File: src/rtl/pwm_deadtime_gen.sv
// One inverter leg: compares the triangle carrier against a shadowed duty value and
// drives a complementary high/low gate pair with programmable dead time, enable and fault trip.
module pwm_deadtime_gen #(
  parameter int unsigned DEAD_CYCLES    = 40,
  parameter bit          UPDATE_AT_PEAK = 1'b0
) (
  input  logic        clk_20M,
  input  logic        reset,
  input  logic [15:0] carrier,
  input  logic        carrier_dir,
  input  logic [15:0] duty_in,
  input  logic        duty_wr,
  input  logic        enable,
  input  logic        fault_in,
  input  logic        trip_clr,
  output logic        pwm_h,
  output logic        pwm_l,
  output logic        trip,
  output logic [15:0] cmp_active
);

  typedef enum logic [2:0] {
    S_OFF,
    S_DEAD_TO_H,
    S_DEAD_TO_L,
    S_H_ON,
    S_L_ON
  } state_t;

  localparam logic [15:0] DEAD_LOAD = 16'(DEAD_CYCLES);

  state_t      state, state_nxt;
  logic [15:0] cnt, cnt_nxt;
  logic [15:0] shadow;
  logic        dir_q;
  logic        raw_q;
  logic        load_evt;

  // A rising carrier_dir marks the peak; the valley is simply carrier == 0.
  assign load_evt = (carrier == 16'd0) || (UPDATE_AT_PEAK && carrier_dir && !dir_q);

  // NOTE: sequential state uses non-blocking assignments so every register samples
  // pre-edge values; that is what makes a same-cycle duty_wr and load event hand
  // the old shadow to cmp_active.
  always_ff @(posedge clk_20M or posedge reset) begin
    if (reset) begin
      shadow     <= '0;
      cmp_active <= '0;
      dir_q      <= 1'b0;
      raw_q      <= 1'b0;
      trip       <= 1'b0;
    end else begin
      if (duty_wr)  shadow     <= duty_in;
      if (load_evt) cmp_active <= shadow;
      dir_q <= carrier_dir;
      raw_q <= (carrier < cmp_active);
      if (fault_in)      trip <= 1'b1;
      else if (trip_clr) trip <= 1'b0;
    end
  end

  // Gates are registered from the next state so they move on the same edge as the FSM.
  always_ff @(posedge clk_20M or posedge reset) begin
    if (reset) begin
      state <= S_OFF;
      cnt   <= '0;
      pwm_h <= 1'b0;
      pwm_l <= 1'b0;
    end else begin
      state <= state_nxt;
      cnt   <= cnt_nxt;
      pwm_h <= (state_nxt == S_H_ON);
      pwm_l <= (state_nxt == S_L_ON);
    end
  end

  // NOTE: defaults first so every path assigns every output and no latch is inferred.
  always_comb begin
    state_nxt = state;
    cnt_nxt   = cnt;
    if (fault_in || !enable) begin
      state_nxt = S_OFF;
      cnt_nxt   = '0;
    end else begin
      case (state)
        S_OFF: begin
          if (!trip) begin
            state_nxt = raw_q ? S_DEAD_TO_H : S_DEAD_TO_L;
            cnt_nxt   = DEAD_LOAD;
          end
        end
        S_DEAD_TO_H: begin
          if (!raw_q) begin
            state_nxt = S_DEAD_TO_L;
            cnt_nxt   = DEAD_LOAD;
          end else begin
            cnt_nxt = cnt - 16'd1;
            if (cnt <= 16'd1) state_nxt = S_H_ON;
          end
        end
        S_DEAD_TO_L: begin
          if (raw_q) begin
            state_nxt = S_DEAD_TO_H;
            cnt_nxt   = DEAD_LOAD;
          end else begin
            cnt_nxt = cnt - 16'd1;
            if (cnt <= 16'd1) state_nxt = S_L_ON;
          end
        end
        S_H_ON: begin
          if (!raw_q) begin
            state_nxt = S_DEAD_TO_L;
            cnt_nxt   = DEAD_LOAD;
          end
        end
        S_L_ON: begin
          if (raw_q) begin
            state_nxt = S_DEAD_TO_H;
            cnt_nxt   = DEAD_LOAD;
          end
        end
        default: begin
          state_nxt = S_OFF;
          cnt_nxt   = '0;
        end
      endcase
    end
  end

endmodule

File: config.mk
export PLATFORM = sky130hd
export DESIGN_NAME = pwm_deadtime_gen
export DESIGN_NICKNAME = d
export VERILOG_FILES = /design/src/rtl/pwm_deadtime_gen.sv
export SDC_FILE = /design/constraint.sdc
export NUM_CORES = 1
export LEC_CHECK = 0
export CORE_MARGIN = 1.5
export CORE_UTILIZATION = 47
export CTS_CLUSTER_DIAMETER = 200
export DETAILED_ROUTE_END_ITERATION = 6
export HOLD_SLACK_MARGIN = 0.02
export PLACE_DENSITY = 0.74
export SLEW_MARGIN = 15
export SYNTH_ARGS = -nofsm -noshare
export SYNTH_HDL_FRONTEND = slang
export SYNTH_SLANG_ARGS = --single-unit
File: constraint.sdc
create_clock -name clk_20M -period 1.9 [get_ports clk_20M]
set_clock_uncertainty 0.05 [all_clocks]
set_input_delay 0.285 -clock clk_20M [delete_from_list [all_inputs] [get_ports clk_20M]]
set_output_delay 0.285 -clock clk_20M [all_outputs]
set_load 0.02 [all_outputs]
Word-level counts from Yosys, hierarchy flattened. Cells that the tools add are included.

Add/subtract/negate cells: 1. Multiply operators: 0. Divide/modulo/power cells: 0. Order comparisons: 2. Equal/unequal tests: 9. Shift operators: 0. Multiplexer cells: 19. Bitwise operators: 0. Reductions and logical operators: 6.

Operators by type and width (count): $mux 16 (6); $pmux 16 s5 (1); $mux 3 (8); $le 16x1->1 const B (1); $logic_not 16->1 (1); $lt 16x16->1 (1); $sub 16x1->16 const B (1); $pmux 3 s5 (1); $eq 3x2->1 const B (3); $ne 3x3->1 const B (3); $eq 3x3->1 const B (2); $eq 3x1->1 const B (1); $logic_not 3->1 (1); $reduce_and 3->1 (1); $mux 1 (2); $mux 2 (1); $reduce_bool 2->1 (1); $logic_not 1->1 (1); $logic_or 1x1->1 (1).

Register bits: 55. Latch bits: 0. RAM bits: 0. Bits in read-only memories: 0. Input bits: 39. Output and inout port bits: 19. Logic and storage cells: 45. Memories: 0.

Depth between registers and ports, before layout. Gate-level depths: netlist of the first run.

Depth in word-level cells: 6. Mapped depth: 7. Depth with buffers taken out: 7.

Worst setup path after synthesis of the first run. Ideal clock, no wire load.

Path type: register to register. From: reg cnt[6]. To: reg cnt[13]. Library setup time: 0.078 ns. Data arrival time: 1.769 ns. Data required time: 1.772 ns. Slack: 0.003 ns. Cell stages (with the launch flop): 6. Path buffers: 0. Period minus slack after synthesis: 1.897 ns. Cells stage by stage: dfrtp_1 -> nor4_4 -> nand2b_2 -> or3_1 -> or4_1 -> a21oi_1.

Longest elaborated chain between the ends: 4. Elaborated cells on any way between the ends: 5. Those cells by class: add/sub (1); mux (4).

RTL lines: start: declaration (line 33) `logic [15:0] cnt, cnt_nxt;`; start signal: assignment (line 71) `cnt <= cnt_nxt;`; $sub 16x1->16 (*) (line 97, 106); $mux 16, on equally long branches (line 102, 93); $pmux 16 s5 (*) (line 85) `case (state)`; $mux 16 (*) (line 81) `if (fault_in || !enable) begin`.

Mark *: on every way between the ends. The rest lies on a longest branch, timed or not. A chain may end at the register's enable or synchronous reset.

Worst setup path in the final report of the first run. Ends and elaborated chain as after synthesis.

==> results of run 1 <==
## power groups by stage
stage               Clock, mW  Combinational (mW)  Sequential [mW]
finish                  0.643               0.721             1.28
CTS                     0.645               0.631             1.28
global route            0.698               0.791             1.29
global placement            0               0.581             1.30
detailed placement          0               0.595             1.30
floorplan                   0               0.337             1.29
## state kept, by name (all words and copies together), names as in the netlist
name,flops
cmp_active,16
cnt,16
shadow,16
state,3
pwm_h,1
pwm_l,1
raw_q,1
trip,1
## synth_stat cells (2+ instances only)
cell	count
mux2_2	32
nand3_1	4
a31oi_1	2
o31ai_1	2
nand4_1	2
nor4_1	6
and3_1	2
buf_2	2
nand2_1	12
nand2b_1	7
nor4_4	2
a21oi_1	9
nor2_1	19
or3_1	3
and2_1	2
o21ai_0	9
xnor2_1	9
clkbuf_1	7
a21o_1	7
a221o_1	2
ha_1	17
inv_1	20
dfrtp_1	55
a211oi_1	5
a2111oi_0	4
## what timing repair did
action | 4_1_cts | 5_1_grt
endpoints found under the setup margin | 3 | 13
buffers inserted | 3 | 5
pin swaps | 6 | 8
gates resized for setup | 7 | 14
gates cloned | 0 | 0
## placed cells by master, fill, tap and decap left out, types with 5 or more instances in the layout
cell	netlist	routed
o21ai_0	9	9
a21o_1	7	7
nor2_1	19	18
mux2_2	32	32
clkbuf_8	0	5
a21oi_1	9	8
nor4_1	6	5
nand2_1	12	12
xnor2_1	9	8
ha_1	17	17
clkdlybuf4s50_1	0	56
nand2b_1	7	7
inv_1	20	19
buf_4	1	39
dfrtp_1	55	54
## cell families after synthesis
logic type / count (synthesis) / synth area share, %
AND/OR/NAND/NOR: 68 / 13.7
buffers and inverters: 30 / 4.11
flip-flops: 55 / 47.5
multiplexers: 33 / 12.8
XOR/XNOR: 9 / 2.72
AO/OA/AOI/OAI: 47 / 11.8
adder cells (fa/ha/maj): 17 / 7.35
## layout make-up
type                    count  area, um^2  area share (%)
multi-input cells         174        1490            37.1
flip-flops and latches     55        1380            34.4
repair buffers             97         885            22.1
well taps                  75        93.8            2.35
inverters                  20        75.1            1.88
clock buffers               6        72.6            1.81
clock inverters             2        12.5           0.313
## per-layer routing
metal  GRT usage, %  vias to the layer above  wire [um]
met3           4.44                        8        272
met2           37.0                       41       3350
met5              0                        -          0
met1           27.6                     1139       2950
li1               -                     1111          -
met4           5.86                        0         92
## critical path, stage by stage (launching register included)
cell,delay (ns)
dfrtp_1,0.43
nor4_4,0.37
nand2b_2,0.10
or3_4,0.33
or4_4,0.48
a21oi_2,0.13
## path summary, 6_finish.rpt
| kind | to | slack, ns | cells past startpoint |
|---|---|---|---|
| max | cnt[13] | -0.05 | 5 |
| min | shadow[6] | 0.28 | 3 |
| max reg2reg | cnt[13] | -0.05 | 5 |
| min reg2reg | cmp_active[1] | 0.46 | 1 |
| max in group asynchronous | state[2] | 1.27 | 3 |
| min in group clk_20M | trip | 0.46 | 2 |
==> metrics.csv, run 1 <==
stage,metric,value,unit
worst_setup_path,Startpoint Class,flop,
logic_synthesis,library cells used by synthesis,43,
clocking,CTS tree,done,
power_and_ir_drop,Cell Int Power,1.91,mW
clocking,clk_lat worst skew,0.31,ns
logic_synthesis,Post-Synthesis Cells,259,
logic_synthesis,Async SR Flop Fraction,100,%
global_route,total gr overflow,0,
clocking,CTS H-tree lvls,2,
global_route,first-pass GRT wire length,10700,um
die,Die X,81.5,um
clocking,clk sinks,55,
placement,RePlAce Congestion,0.876,
worst_setup_path,kind of critical path,flop to flop,
timing,worst slew pin tran,0.458,ns
placement,dpl ws,-0.288,ns
route,TritonRoute pass-1 iters,4,
clocking,Max Buffers Root-to-Sink,2,
outcome,outcome,"finished, violations left",
run,MaxCap Viol Count,0,
final_layout,FILL cells,477,
logic_synthesis,Synth Cell Area,2900,um^2
placement,port buffer count,56,
clocking,hold buffers post-CTS,0,
route,Vias/cell,5.36,
worst_setup_path,critical path launch point,cnt[6],
power_and_ir_drop,sequential power share,48.5,%
final_layout,area grow syn2layout,38.2,%
route,Vias,2299,
route,final WL,6660,um
logic_synthesis,Syn Nets,315,
power_and_ir_drop,VDD IR max,0.327,mV
power_and_ir_drop,clock power share,24.3,%
timing,Final Hold Vio Count,0,
worst_setup_path,Crit. End Element,flop,
power_and_ir_drop,Pwr per Cell Area,661,nW/um^2
clocking,CTS root buf,clkbuf_8,
die,initial core utilization,48.9,%
logic_synthesis,Synth top area share,47.5,%
final_layout,final cell count without fillers,429,
timing,WHS,0.281,ns
final_layout,Final nets,409,
power_and_ir_drop,LEAKAGE,1.80,nW
timing,FMAX,0.513,GHz
logic_synthesis,"top cells by area, synth","dfrtp_1 48%, mux2_2 12%, ha_1 7.3%, xnor2_1 2.7%, inv_1 2.6%",
route,ANT nets after route,0,
hold_path,Tightest Hold Check Type,input pin to asynchronous set/reset pin,
timing,Final setup viols,1,
clocking,clock-pin transition on the worst setup and hold timing paths,0.10,ns
global_route,largest net degree at the start of global routing,56,
route,1st-iter DRT viols,72,
die,Die ar.,6640,um^2
logic_synthesis,Yosys top cell by area,dfrtp_1,
timing,PnR worst setup slack,-0.0490,ns
worst_setup_path,critical path required time,2.10,ns
timing,max-slew violations,0,
placement,Placed Area,3770,um^2
timing,Tmin final,1.95,ns
final_layout,post-layout util,67.6,%
power_and_ir_drop,total power,2.65,mW
logic_synthesis,Synth Area per Inst,11.2,um^2
power_and_ir_drop,Comb pwr share,27.2,%
die,I/O Pins,58,
logic_synthesis,number of synthesized flops with an enable pin,0,
die,Placeable Area,5920,um^2
timing,headroom to the max-slew limit,69.4,%
final_layout,Final Cell Area,4000,um^2
outcome,failing checks,negative setup slack,
global_route,initial antenna violation count,0,
placement,hpwl dp,4850,um
logic_synthesis,Main synth FF type,dfrtp_1,
die,Die Ht,81.5,um
timing,RSZ-0062 raised after global routing,yes,
logic_synthesis,Synth Warn #,0,
final_layout,share of layout cells above drive strength 1,28.8,%
timing,setup TNS,-0.0490,ns
global_route,all-layer global routing usage,21.6,%
placement,dpl cells,413,
clocking,Num CTS Buffers,5,
route,number of remaining DRC errors,0,
worst_setup_path,reg2reg start,cnt[6],
final_layout,antenna cells,0,
logic_synthesis,register bit total from synthesis,55,
timing,fin crit share,103,%
die,# rows,28,
global_route,vias in the first global route,2285,
worst_setup_path,critical path peak fanout,3,
route,post-detailed-route wirelength per cell,15.5,um
power_and_ir_drop,Net Sw Frac,27.8,%
logic_synthesis,sequential fraction of the synthesis area,47.5,%
worst_setup_path,"Arr. time, crit path",2.15,ns
power_and_ir_drop,Sw Pwr,736,uW
Power figures use the tool's default switching activity.
==> run 2: changes to the inputs <==
==> constraint.sdc (replaced) <==
create_clock -name clk_20M -period 1.7 [get_ports clk_20M]
set_clock_uncertainty 0.05 [all_clocks]
set_input_delay 0.255 -clock clk_20M [delete_from_list [all_inputs] [get_ports clk_20M]]
set_output_delay 0.255 -clock clk_20M [all_outputs]
set_load 0.02 [all_outputs]
==> metrics.csv, run 2 (synthesis gave the netlist of run 1 again) <==
stage,metric,value,unit,change
worst_setup_path,critical path's slowest cell,or4_4,,
timing,headroom to the max-slew limit,74.8,%,+5.4 points
placement,dpl ws,-0.431,ns,-0.143 ns
die,# rows,28,,unchanged
global_route,first-pass GRT wire length,10600,um,-1.2%
final_layout,Final nets,414,,+1.2%
timing,worst slew pin tran,0.377,ns,-0.0807 ns
route,ANT nets after route,0,,unchanged
outcome,failing checks,negative setup slack,,
hold_path,Tightest Hold Check Type,input pin to asynchronous set/reset pin,,
route,Vias/cell,5.26,,-1.8%
clocking,clk sinks,55,,unchanged
global_route,largest net degree at the start of global routing,56,,unchanged
route,number of remaining DRC errors,0,,unchanged
die,Die ar.,6640,um^2,unchanged
worst_setup_path,CP bufs+invs,0,,unchanged
worst_setup_path,"delay-heaviest family, CP",simple AND/OR/NAND/NOR gates,,
final_layout,antenna cells,0,,unchanged
final_layout,final cell count without fillers,434,,+1.2%
clocking,CTS root buf,clkbuf_8,,
route,Vias,2283,,-0.70%
placement,dpl cells,422,,+2.2%
timing,PnR worst setup slack,-0.282,ns,-0.233 ns
worst_setup_path,CP Cell Sequence,nor4_4 > nand2b_2 > or3_4 > or4_4 > a21oi_2,,
power_and_ir_drop,Cell Int Power,2.13,mW,+12%
run,MaxCap Viol Count,0,,unchanged
power_and_ir_drop,clock power share,23.7,%,-0.6 points
placement,port buffer count,56,,unchanged
die,initial core utilization,48.9,%,unchanged
power_and_ir_drop,total power,2.93,mW,+11%
final_layout,share of layout cells above drive strength 1,33.1,%,+4.3 points
clocking,Num CTS Buffers,5,,unchanged
placement,hpwl dp,4930,um,+1.6%
route,post-detailed-route wirelength per cell,15.0,um,-3.4%
global_route,total gr overflow,0,,unchanged
outcome,outcome,"finished, violations left",,
die,Die X,81.5,um,unchanged
timing,WHS,0.257,ns,-0.0234 ns
timing,FMAX,0.504,GHz,-1.7%
placement,Placed Area,3890,um^2,+3.4%
route,TritonRoute pass-1 iters,4,,unchanged
clocking,clock-pin transition on the worst setup and hold timing paths,0.09,ns,about the same
worst_setup_path,crit-path max cell delay,0.48,ns,about the same
final_layout,FILL cells,437,,-8.4%
timing,Tmin final,1.98,ns,+0.0334 ns
power_and_ir_drop,Pwr per Cell Area,714,nW/um^2,+8.0%
timing,setup TNS,-1.97,ns,-1.92 ns
worst_setup_path,Crit. End Element,flop,,
worst_setup_path,critical path peak fanout,3,,unchanged
power_and_ir_drop,Sw Pwr,798,uW,+8.5%
global_route,vias in the first global route,2289,,+0.18%
final_layout,Final Cell Area,4110,um^2,+2.6%
final_layout,post-layout util,69.3,%,+1.8 points
timing,RSZ-0062 raised after global routing,yes,,
power_and_ir_drop,sequential power share,48.7,%,+0.2 points
final_layout,most frequent cells in the layout,"53 x clkdlybuf4s50_1, 52 x dfrtp_1, 42 x buf_4",,
clocking,clk_lat worst skew,0.30,ns,about the same
final_layout,area grow syn2layout,41.8,%,
worst_setup_path,kind of critical path,flop to flop,,
timing,Final setup viols,20,,+19
worst_setup_path,Startpoint Class,flop,,
power_and_ir_drop,VDD IR max,0.438,mV,+34%
global_route,initial antenna violation count,0,,unchanged
worst_setup_path,critical path required time,1.89,ns,-0.21 ns
route,1st-iter DRT viols,136,,+89%
final_layout,"most common cell after layout, fill and taps aside",clkdlybuf4s50_1,,
timing,fin crit share,117,%,+14 points
timing,max-slew violations,0,,unchanged
route,final WL,6510,um,-2.2%
die,I/O Pins,58,,unchanged
power_and_ir_drop,Net Sw Frac,27.2,%,-0.57 points
clocking,CTS H-tree lvls,2,,unchanged
die,Placeable Area,5920,um^2,unchanged
clocking,CTS tree,done,,
final_layout,leading registers by flop count,"cmp_active x16, cnt x16, shadow x16",,
clocking,Max Buffers Root-to-Sink,2,,unchanged
power_and_ir_drop,LEAKAGE,1.86,nW,+3.2%
global_route,all-layer global routing usage,21.0,%,-0.57 points
power_and_ir_drop,Comb pwr share,27.7,%,+0.5 points
worst_setup_path,"Arr. time, crit path",2.17,ns,+0.02 ns
die,Die Ht,81.5,um,unchanged
placement,RePlAce Congestion,0.852,,-2.7%
timing,Final Hold Vio Count,0,,unchanged
[run 2: power by group through the flow]
stage               sequential [mW]  combinational [mW]  clock [mW]
floorplan                      1.45               0.380           0
CTS                            1.43               0.749       0.718
global placement               1.45               0.694           0
finish                         1.43               0.811       0.694
detailed placement             1.45               0.705           0
global route                   1.44               0.885       0.773
[run 2: layer usage]
layer | track usage (%) | part of all wire [%] | wire [um]
met4 | 4.66 | 0.74 | 48
met1 | 27.0 | 45 | 2960
met2 | 36.9 | 51 | 3290
met3 | 3.78 | 3.2 | 209
met5 | 0 | 0 | 0
[run 2: timing repair]
item / 4_1_cts / 5_1_grt
gates cloned: 0 / 1
gates resized for setup: 15 / 15
endpoints found under the setup margin: 15 / 22
pin swaps: 6 / 8
setup buffers: 2 / 1
hold buffers: 0 / 0
[run 2: worst paths after layout]
check                      startpoint              to  slack, ns  cells after the start
setup reg to reg               cnt[9]         cnt[13]      -0.28                      5
min in group clk_20M         trip_clr            trip       0.44                      2
max in group asynchronous       reset  cmp_active[10]       1.09                      3
hold reg to reg            shadow[15]      shadow[15]       0.46                      1
hold / removal                  reset       shadow[1]       0.26                      3
setup / recovery               cnt[9]         cnt[13]      -0.28                      5
[run 2: area by class of cell]
class | instances | area, um^2 | area share (%)
clock buffers | 6 | 72.6 | 1.77
clock inverters | 2 | 12.5 | 0.305
well taps | 75 | 93.8 | 2.29
repair buffers | 102 | 941 | 22.9
inverters | 20 | 75.1 | 1.83
multi-input cells | 174 | 1530 | 37.3
flip-flops and latches | 55 | 1380 | 33.6
[run 2: worst min-delay path, stage by stage]
cell,delay (ns)
clkdlybuf4s50_1,0.41
inv_2,0.07
buf_12,0.26
==> run 3: changes to the inputs <==
--- a/config.mk
+++ b/config.mk
@@ -7,7 +7,7 @@
 export LEC_CHECK = 0
 export CORE_MARGIN = 1.5
 export CORE_UTILIZATION = 47
-export CTS_CLUSTER_DIAMETER = 200
+export CTS_CLUSTER_DIAMETER = 80
 export DETAILED_ROUTE_END_ITERATION = 6
 export HOLD_SLACK_MARGIN = 0.02
 export PLACE_DENSITY = 0.74
==> results of run 3 <==
Final layout, timing and power as in run 2 (identical DEF).
